===== config.mk =====
export PLATFORM = sky130hd
export DESIGN_NAME = cdc_in_arbiter
export DESIGN_NICKNAME = d
export VERILOG_FILES = /design/src/rtl/cdc_in_arbiter.sv
export SDC_FILE = /design/constraint.sdc
export NUM_CORES = 1
export LEC_CHECK = 0
export CORE_MARGIN = 5
export CORE_UTILIZATION = 35
export DETAILED_ROUTE_END_ITERATION = 6
export PLACE_DENSITY = 0.61
export SLEW_MARGIN = 10
export SYNTH_ARGS = -nofsm -noshare
export SYNTH_HDL_FRONTEND = slang
export SYNTH_SLANG_ARGS = --single-unit

===== constraint.sdc =====
create_clock -name clk_i -period 2.1 [get_ports clk_i]
set_input_delay 0.42 -clock clk_i [delete_from_list [all_inputs] [get_ports clk_i]]
set_output_delay 0.42 -clock clk_i [all_outputs]
set_load 0.005 [all_outputs]

===== src/rtl/cdc_in_arbiter.sv =====
// Round-robin arbiter that shares the USB CDC IN byte channel among N_REQ byte-stream requesters.
// Optional macro CDC_ARB_PRIO0_EN gives requester 0 fixed priority during IDLE selection.
module cdc_in_arbiter #(
  parameter int N_REQ    = 2,
  parameter int HOLD_MAX = 64
) (
  input  logic               clk_i,
  input  logic               rst_i,
  input  logic [8*N_REQ-1:0] req_data_i,
  input  logic [N_REQ-1:0]   req_valid_i,
  input  logic [N_REQ-1:0]   req_lock_i,
  output logic [N_REQ-1:0]   req_ready_o,
  output logic [7:0]         in_data_o,
  output logic               in_valid_o,
  input  logic               in_ready_i,
  output logic [N_REQ-1:0]   grant_o,
  output logic               busy_o
);

  localparam int IW = (N_REQ > 1) ? $clog2(N_REQ) : 1;
  localparam logic [IW-1:0] LAST_RST = IW'(N_REQ - 1);

  typedef enum logic {ST_IDLE = 1'b0, ST_GRANT = 1'b1} state_e;

  state_e           state_q, state_d;
  logic [IW-1:0]    owner_q, owner_d;
  logic [IW-1:0]    last_q, last_d;
  logic [N_REQ-1:0] grant_q, grant_d;
  logic [7:0]       cnt_q, cnt_d;
  logic [7:0]       data_q, data_d;
  logic             valid_q, valid_d;

  logic [N_REQ-1:0] cand_s;
  logic             hit_s;
  logic [IW-1:0]    pick_s;
  logic             cap_s;
  logic             xfer_s;

  function automatic logic [IW-1:0] rr_idx(input logic [IW-1:0] base, input int step);
    int sum;
    int wrap;
    sum = int'(base) + step;
    if (sum >= N_REQ) wrap = sum - N_REQ;
    else              wrap = sum;
    return IW'(wrap);
  endfunction

  // Requester selection: first candidate at or after last+1, wrapping.
  always_comb begin
    hit_s  = 1'b0;
    pick_s = '0;
    cand_s = req_valid_i | req_lock_i;
`ifdef CDC_ARB_PRIO0_EN
    if (cand_s[0]) begin
      hit_s  = 1'b1;
      pick_s = '0;
    end else begin
      for (int i = 1; i <= N_REQ; i++) begin
        if (!hit_s && (rr_idx(last_q, i) != '0) && cand_s[rr_idx(last_q, i)]) begin
          hit_s  = 1'b1;
          pick_s = rr_idx(last_q, i);
        end else begin
          pick_s = pick_s;
        end
      end
    end
`else
    for (int i = 1; i <= N_REQ; i++) begin
      if (!hit_s && cand_s[rr_idx(last_q, i)]) begin
        hit_s  = 1'b1;
        pick_s = rr_idx(last_q, i);
      end else begin
        pick_s = pick_s;
      end
    end
`endif
  end

  // Grant FSM, byte transfer and one-entry output stage next state.
  always_comb begin
    state_d     = state_q;
    owner_d     = owner_q;
    last_d      = last_q;
    grant_d     = grant_q;
    cnt_d       = cnt_q;
    data_d      = data_q;
    valid_d     = valid_q;
    req_ready_o = '0;
    cap_s       = ~valid_q | in_ready_i;
    xfer_s      = 1'b0;
    case (state_q)
      ST_IDLE: begin
        if (hit_s) begin
          state_d = ST_GRANT;
          owner_d = pick_s;
          grant_d = {{(N_REQ-1){1'b0}}, 1'b1} << pick_s;
          cnt_d   = 8'd0;
        end else begin
          state_d = ST_IDLE;
        end
      end
      ST_GRANT: begin
        xfer_s               = req_valid_i[owner_q] & cap_s;
        req_ready_o[owner_q] = xfer_s;
        if (xfer_s) cnt_d = cnt_q + 8'd1;
        else        cnt_d = cnt_q;
        // A transfer reaching HOLD_MAX forces release even while locked.
        if ((!req_valid_i[owner_q] && !req_lock_i[owner_q]) ||
            (xfer_s && (({1'b0, cnt_q} + 9'd1) == 9'(HOLD_MAX)))) begin
          state_d = ST_IDLE;
          grant_d = '0;
          last_d  = owner_q;
        end else begin
          state_d = ST_GRANT;
        end
      end
      default: begin
        state_d = ST_IDLE;
        grant_d = '0;
      end
    endcase
    if (xfer_s) begin
      data_d  = req_data_i[{owner_q, 3'b000} +: 8];
      valid_d = 1'b1;
    end else if (in_ready_i) begin
      valid_d = 1'b0;
    end else begin
      valid_d = valid_q;
    end
  end

  // State and output registers.
  always_ff @(posedge clk_i or posedge rst_i) begin
    if (rst_i) begin
      state_q <= ST_IDLE;
      owner_q <= '0;
      last_q  <= LAST_RST;
      grant_q <= '0;
      cnt_q   <= 8'd0;
      data_q  <= 8'h00;
      valid_q <= 1'b0;
    end else begin
      state_q <= state_d;
      owner_q <= owner_d;
      last_q  <= last_d;
      grant_q <= grant_d;
      cnt_q   <= cnt_d;
      data_q  <= data_d;
      valid_q <= valid_d;
    end
  end

  assign in_data_o  = data_q;
  assign in_valid_o = valid_q;
  assign grant_o    = grant_q;
  assign busy_o     = (state_q != ST_IDLE) | valid_q;

endmodule


# Yosys cells after proc, flatten, opt, wreduce, memory -nomap -nowiden
# Cells that the tools add are included.
[word_totals]
ff_bits = 22
latch_bits = 0
ramBits = 0
rom_bits = 0
inputBits = 23
output_inout_bits = 14
wordCells = 74
mem_count = 0
[classes]
addsub = 6
multipliers = 0
n_div = 0
order_cmp = 6
n_eq_ne = 4
shift = 2
n_mux = 29
n_bitwise = 7
n_reduce_logical = 13
[op_table]
columns = ["cell", "n"]
rows = [
  ["$mux 1", 20],
  ["$mux 8", 2],
  ["$pmux 8 s2", 1],
  ["$shiftx 16x5->8", 1],
  ["$add 8x1->9 const B", 1],
  ["$eq 9x7->1 const B", 1],
  ["$add 8x1->8 const B", 1],
  ["$reduce_and 2->1", 4],
  ["$lt 1x2->1 const B", 3],
  ["$mux 2", 3],
  ["$logic_and 1x1->1", 4],
  ["$ne 2x1->1 const B", 2],
  ["$pmux 2 s2", 1],
  ["$add 1x2->3 const B", 1],
  ["$ge 3x2->1 const B", 1],
  ["$logic_not 1->1", 3],
  ["$add 1x1->2 const B", 1],
  ["$and 2x2->2", 1],
  ["$ge 2x2->1 const B", 1],
  ["$ne 2x2->1 const B", 1],
  ["$not 1->1", 2],
  ["$or 1x1->1", 2],
  ["$or 2x2->2", 1],
  ["$pmux 1 s2", 1],
  ["other kinds (7)", 8],
]

# Longest topological paths before layout
# Gate-level depths: netlist of run 1.
[depth]
word_depth = 12
ltp_mapped = 7
depth_no_buf = 6

# Worst setup path before layout of run 1
# No wires, ideal clock.
[synth_timing]
path_type = "register to register"
from = "reg cnt_q[0]"
to = "reg last_q"
setup_ns = 0.075
arrival_time_ns = 1.638
required_ns = 2.025
setup_slack_ns = 0.387
path_stages_with_launch = 7
path_buffers = 1
period_less_slack_ns = 1.713
path_cell_list = "dfrtp_1 -> ha_1 -> buf_2 -> xnor2_1 -> a22oi_1 -> a2111oi_4 -> mux2i_1"
[synth_between]
elab_chain_len = 5
[synth_lines]
columns = ["item", "line_no", "rtl"]
rows = [
  ["from (decl)", "29", "logic [7:0] cnt_q, cnt_d;"],
  ["from (signal assigned)", "147", "cnt_q <= cnt_d;"],
  ["$add 8x1->9", "109", "(xfer_s && (({1'b0, cnt_q} + 9'd1) == 9'(HOLD_MAX)))) begin"],
  ["$eq 9x7->1", "109", ""],
  ["$logic_and 1x1->1", "109", ""],
  ["$logic_or 1x1->1", "108", "if ((!req_valid_i[owner_q] && !req_lock_i[owner_q]) ||"],
  ["$reduce_and 2->1 (no source line)", "--", ""],
  ["to (signal assigned)", "145", "last_q <= last_d;"],
  ["to (decl)", "27", "logic [IW-1:0] last_q, last_d;"],
]
# No other way between the ends.
# A chain may end at the register's enable or synchronous reset.

# Worst setup path after layout of run 1
[layout_timing]
from = "in req_valid_i[1]"
to = "out req_ready_o[0]"
[layout_between]
elab_chain_len = 5
[layout_lines]
columns = ["item", "line_no", "rtl"]
rows = [
  ["from (decl)", "10", "input logic [N_REQ-1:0] req_valid_i,"],
  ["$mux 1 (not written as such) (2 in series)", "103", "xfer_s = req_valid_i[owner_q] & cap_s;"],
  ["$and 1x1->1", "103", ""],
  ["$and 2x2->2 (no source line)", "--", ""],
  ["$mux 2", "91", "case (state_q)"],
  ["to (decl)", "12", "output logic [N_REQ-1:0] req_ready_o,"],
]
# No other way between the ends. The select of a mux whose other input is x is not followed.

==> flow_summary_export.csv, run 1 <==
group,metric,value,unit
status,status,"completed",
final_layout,layout.nets,198,
final_layout,syn_to_final_growth,38.60,%
drt,via_per_inst,5.119,
setup_path,endpoint_kind,"output port",
timing,maxSlewHeadroom,0.7176,
die,die-area,0.004871,mm²
yosys,synth_area,0.001251,mm²
die,initial_core_util,0.3691,
setup_path,regToRegSetupSlack,0.26,ns
timing,tightestPinTransition,0.4237,ns
timing,finalHoldViolCount,0,
timing,rsz0062_at_grt,"false",
die,io_pins,37,
timing,skew,0.005806,ns
drt,drt-total-wl,2.898,mm
global_routing,grt_overflow,0,
yosys,synth_edf_count,0,
die,die-width,69.79,µm
yosys,async_reset_ff_frac,1.000,
cts,cts_made_buffers,3,
yosys,synthCells,132,
timing,post-route-period-util,0.9475,
cts,clkSinkCount,22,
global_routing,gr-usage-all-layers,0.1258,
cts,clk_path_buf_depth,2,
setup_path,timing.rr.start,"cnt_q[0]",
setup_path,worstReg2RegEnd,"last_q",
timing,setup_ws,0.1102,ns
yosys,ys_ff_latch,22,
timing,drv_slew,0,
power,p_total,0.001846,W
yosys,synth_cell_types,36,
setup_path,cp.arrival,1.57,ns
die,rows,21,
yosys,yosysSeqAreaShare,0.4410,
job,drv_cap,0,
final_layout,postLayoutCellArea,0.001734,mm²
global_routing,grt_max_degree,35,
final_layout,drive_gt1_frac,0.1337,
timing,setup_violations,0,
global_routing,first_global_vias,1141,
yosys,syn_avg_cell_area,9.479,µm²
power,p_leak,0.8220,nW
setup_path,critPathMaxFanout,3,
setup_path,reg2reg_depth,6,
drt,drt_iter0_markers,51,
power,power.density,1064,mW/mm²
cts,htreeDepth,1,
die,die_height,69.79,µm
cts,clk_latency,0.31,ns
yosys,ys.flop_type,"dfrtp_1",
place,place_area,0.001693,mm²
die,fp.coreArea,0.003390,mm²
cts,clk_pin_slew_worst_paths,0.13,ns
timing,fmax,502.6,MHz
global_routing,grt_pass1_wl,5.106,mm
cts,cts-root-buf,"clkbuf_4",
place,pre_cts_ws,-0.1889,ns
cts,cts_tree,"done",
place,port_buffers,36,
drt,dr.pass1.iters,4,
setup_path,start_kind,"input pin",
drt,vias,1116,
hold_path,min_path_type,"input pin to async pin",
drt,drcViolationCount,0,
timing,holdWs,0.4330,ns
power,vdd_ir_drop_max,481.1,µV
timing,period_needed,1.990,ns
place,gp_congestion,0.7849,
drt,drtAntennaViolNets,0,
yosys,syn_nets,157,
setup_path,required,1.68,ns
final_layout,num_antenna_cells,0,
drt,wl_per_cell,13.29,µm
place,dp_hpwl,2.209,mm
cts,holdBufCountCts,0,
setup_path,crit_type,"input pin to output port",
yosys,synth_warnings,0,
global_routing,antenna_found_initial,0,
state kept, by name, summed over array words and instances (netlist names):
register / count
cnt_q: 8
last_q: 1
state_q: 1
in_data_o: 8
in_valid_o: 1
grant_o: 2
owner_q: 1
layer usage:
layer / routed length [µm] / global-route usage
met3: 226 / 0.04348
met2: 1284 / 0.2004
met5: 0 / 0
met1: 1354 / 0.1597
met4: 32 / 0.03830
Yosys cell counts (2+ instances only):
cell type,n,share of area
inv_1,5,0.015
nand3_1,5,0.020
buf_2,2,0.0080
nand2_1,15,0.045
or2_2,2,0.010
o21ai_0,18,0.072
nor2_1,9,0.027
a21oi_1,4,0.016
xnor2_1,2,0.014
ha_1,2,0.020
nand2b_1,2,0.010
nor3b_1,3,0.018
mux2i_1,10,0.080
a21o_1,5,0.030
o32ai_1,2,0.014
clkbuf_1,5,0.015
dfrtp_1,21,0.42
nand4_1,2,0.010
worst max path at each step:
stage,start,to,cells after the start
final,req_valid_i[1],req_ready_o[0],5
after global routing,req_valid_i[0],req_ready_o[0],5
after CTS,req_valid_i[1],req_ready_o[0],5
after floorplan,cnt_q[0],last_q,6
after global placement,req_valid_i[0],req_ready_o[1],5
after detailed placement,req_valid_i[1],req_ready_o[0],5
layout by cell type, fill, tap and decap left out, types with 2 or more instances in the layout:
cell type | netlist | layout
dfrtp_1 | 21 | 21
nand3_1 | 5 | 4
clkbuf_4 | 0 | 3
inv_1 | 5 | 5
nand2_1 | 15 | 15
a21o_1 | 5 | 5
xnor2_1 | 2 | 2
nor3b_1 | 3 | 3
or2_2 | 2 | 2
mux2i_1 | 10 | 10
clkdlybuf4s50_1 | 0 | 34
a21oi_1 | 4 | 4
buf_4 | 0 | 7
nand2b_1 | 2 | 2
nand4_1 | 2 | 2
o21ai_0 | 18 | 18
dlygate4sd2_1 | 0 | 2
o32ai_1 | 2 | 2
nor2_1 | 9 | 9
through the flow:
stage | util | cells | TNS, ns
after detailed placement | 0.4994 | 214 | -0.4910
after global placement | 0.4994 | 214 | -0.3774
after floorplan | - | 132 | 0
after CTS | 0.5109 | 218 | 0
after global routing | 0.5116 | 218 | 0
final | 0.5116 | 218 | 0
area by class of cell:
type                       instances  area (µm²)
clock buffer                       4       36.28
fill                             322        1655
inverter                           5       18.77
multi-input combinational         98       659.4
sequential                        22       551.8
tap                               46       57.56
timing repair buffer              43       410.4
timing repair:
item / in CTS / in global routing
resized for setup: 3 / 1
endpoints found under the setup margin: 2 / 1
gates cloned: 0 / 0
buffers inserted: 0 / 0
cell families (layout without fill, tap and decap cells):
group,Yosys count,count (layout),synth area share
compound gates,37,37,0.1960
xor+xnor,3,3,0.02100
fa+ha+maj,2,2,0.02000
buf+inv,12,52,0.03800
flops,22,22,0.4410
mux,11,11,0.08900
simple gates,45,45,0.1950
report_power, final:
group	leakage, nW	switching [W]	internal [W]	total [W]
clock	0.0210	0.000138	0.000106	0.000244
sequential	0.277	0.000126	0.000589	0.000715
combinational	0.524	0.000409	0.000478	0.000887
critical path, cell delays in order:
cell             delay [ns]
clkdlybuf4s50_1        0.42
mux2_2                 0.29
nand3_2                0.11
nor2_1                 0.05
dlygate4sd2_1          0.27
Note: power is estimated with default switching activity, not from simulation.
==> run 2, diff against run 1 <==
Settings changed: SLEW_MARGIN 10 to 20.
==> results of run 2 <==
No change in the layout: final DEF, timing and power equal those of run 1.
==> run 3, diff against run 2 <==
--- a/config.mk
+++ b/config.mk
@@ -9,2 +9,3 @@
 export CORE_UTILIZATION = 35
+export CTS_BUF_LIST = sky130_fd_sc_hd__clkbuf_4 sky130_fd_sc_hd__clkbuf_8 sky130_fd_sc_hd__clkbuf_16
 export DETAILED_ROUTE_END_ITERATION = 6
--- a/constraint.sdc
+++ b/constraint.sdc
@@ -3,2 +3,2 @@
 set_output_delay 0.42 -clock clk_i [all_outputs]
-set_load 0.005 [all_outputs]
+set_load 0.02 [all_outputs]
==> run 3 against run 2 <==
  * Die area stayed put
  * Global-route usage shrank 0.59 points
  * Routed wire length is 0.38% higher
  * Combinational power is 17% higher
  * Total power rose by 7.0%
  * Highest routed layer unchanged
  * Sequential cell count stayed put
==> flow_summary_export.csv, run 3 (synthesis results as in run 1) <==
group,metric,value,unit
cts,cts-root-buf,"clkbuf_4",
setup_path,worstReg2RegEnd,"last_q",
setup_path,critPathMaxFanout,4,
timing,tightestPinTransition,0.4228,ns
place,dp_hpwl,2.225,mm
setup_path,cp_slowest_cell,"clkdlybuf4s50_1",
place,place_area,0.001700,mm²
setup_path,cp.arrival,1.58,ns
power,vdd_ir_drop_max,479.5,µV
place,pre_cts_ws,-0.3556,ns
global_routing,grt_pass1_wl,4.802,mm
hold_path,min_path_type,"input pin to async pin",
setup_path,cpPeakStageDelay,0.49,ns
drt,drt_iter0_markers,38,
die,initial_core_util,0.3691,
timing,maxSlewHeadroom,0.7181,
cts,clk_latency,0.31,ns
die,io_pins,37,
setup_path,regToRegSetupSlack,0.19,ns
cts,clkSinkCount,22,
timing,finalHoldViolCount,0,
timing,setup_ws,0.09629,ns
die,die_height,69.79,µm
timing,drv_slew,0,
setup_path,crit_type,"input pin to output port",
global_routing,grt_overflow,0,
timing,rsz0062_at_grt,"false",
setup_path,path_cells,"clkdlybuf4s50_1, mux2_2, nand3_2, nor2_1, clkdlybuf4s15_2",
setup_path,start_kind,"input pin",
final_layout,layout.nets,199,
timing,post-route-period-util,0.9541,
cts,clk_path_buf_depth,2,
cts,clk_pin_slew_worst_paths,0.13,ns
power,p_total,0.001974,W
cts,cts_tree,"done",
timing,setup_tns,0,ns
die,fp.coreArea,0.003390,mm²
timing,holdWs,0.4211,ns
global_routing,gr-usage-all-layers,0.1199,
drt,drtAntennaViolNets,0,
cts,postCtsSetupBuffers,0,
final_layout,postLayoutCellArea,0.001732,mm²
drt,drcViolationCount,0,
timing,setup_violations,0,
job,drv_cap,0,
setup_path,reg2reg_depth,6,
die,die-width,69.79,µm
setup_path,timing.rr.start,"cnt_q[0]",
timing,skew,0.01619,ns
power,p_leak,0.8205,nW
cts,htreeDepth,1,
die,die-area,0.004871,mm²
final_layout,final_common_cell,"clkdlybuf4s50_1",
drt,vias,1080,
global_routing,first_global_vias,1092,
setup_path,endpoint_kind,"output port",
final_layout,syn_to_final_growth,38.40,%
status,status,"completed",
timing,period_needed,2.004,ns
final_layout,num_antenna_cells,0,
drt,dr.pass1.iters,4,
cts,cts_made_buffers,3,
place,port_buffers,36,
place,gp_congestion,0.8095,
timing,fmax,499.1,MHz
global_routing,antenna_found_initial,0,
final_layout,drive_gt1_frac,0.1445,
global_routing,grt_max_degree,29,
drt,via_per_inst,4.932,
final_layout,final_cell_mix,"clkdlybuf4s50_1, dfrtp_1, o21ai_0",
die,rows,21,
setup_path,required,1.68,ns
drt,wl_per_cell,13.28,µm
power,power.density,1140,mW/mm²
drt,drt-total-wl,2.909,mm
-- run 3: report_power, final --
part	internal, W	switching [W]
clock	0.0000870	0.000129
sequential	0.000589	0.000128
combinational	0.000489	0.000552
-- run 3: worst max-delay path by stage --
stage                    from             end  slack, ns  depth (start not counted)
2_1_floorplan         owner_q  req_ready_o[0]       0.34                          4
3_3_place_gp   req_valid_i[0]  req_ready_o[0]      -0.34                          5
3_5_place_dp   req_valid_i[0]  req_ready_o[0]      -0.36                          5
4_1_cts        req_valid_i[0]  req_ready_o[0]       0.04                          5
5_1_grt        req_valid_i[0]  req_ready_o[1]       0.02                          5
6_report       req_valid_i[0]  req_ready_o[1]        0.1                          5
-- run 3: metal layers --
| metal | routed length (µm) | part of all wire | global-route usage | vias to the layer above |
|---|---|---|---|---|
| met5 | 0 | 0 | 0 | - |
| met1 | 1375 | 0.47 | 0.1422 | 486 |
| li1 | - | - | - | 549 |
| met3 | 226 | 0.078 | 0.04638 | 4 |
| met2 | 1252 | 0.43 | 0.1868 | 41 |
| met4 | 53 | 0.018 | 0.06170 | 0 |
-- run 3: layout make-up --
cell class,instances,area (µm²)
multi-input combinational,98,656.9
fill,328,1658
sequential,22,551.8
inverter,5,18.77
clock buffer,4,30.03
timing repair buffer,44,416.7
tap,46,57.56
-- run 3: critical path: cells and delay by family --
kind	cells	cell delay (ns)
buffers and inverters	2	0.75
AND/OR/NAND/NOR	2	0.23
multiplexers	1	0.18
-- run 3: through the flow --
stage                     instances    util
after detailed placement        215  0.5017
after CTS                       219  0.5127
after global placement          215  0.5017
after global routing            219  0.5109
final                           219  0.5109
after floorplan                 132       -
-- run 3: repair_timing --
item | 4_1_cts | 5_1_grt
resized for setup | 7 | 1
hold endpoints to repair | 0 | 0
hold buffers | 0 | 0
setup endpoints to repair | 2 | 1
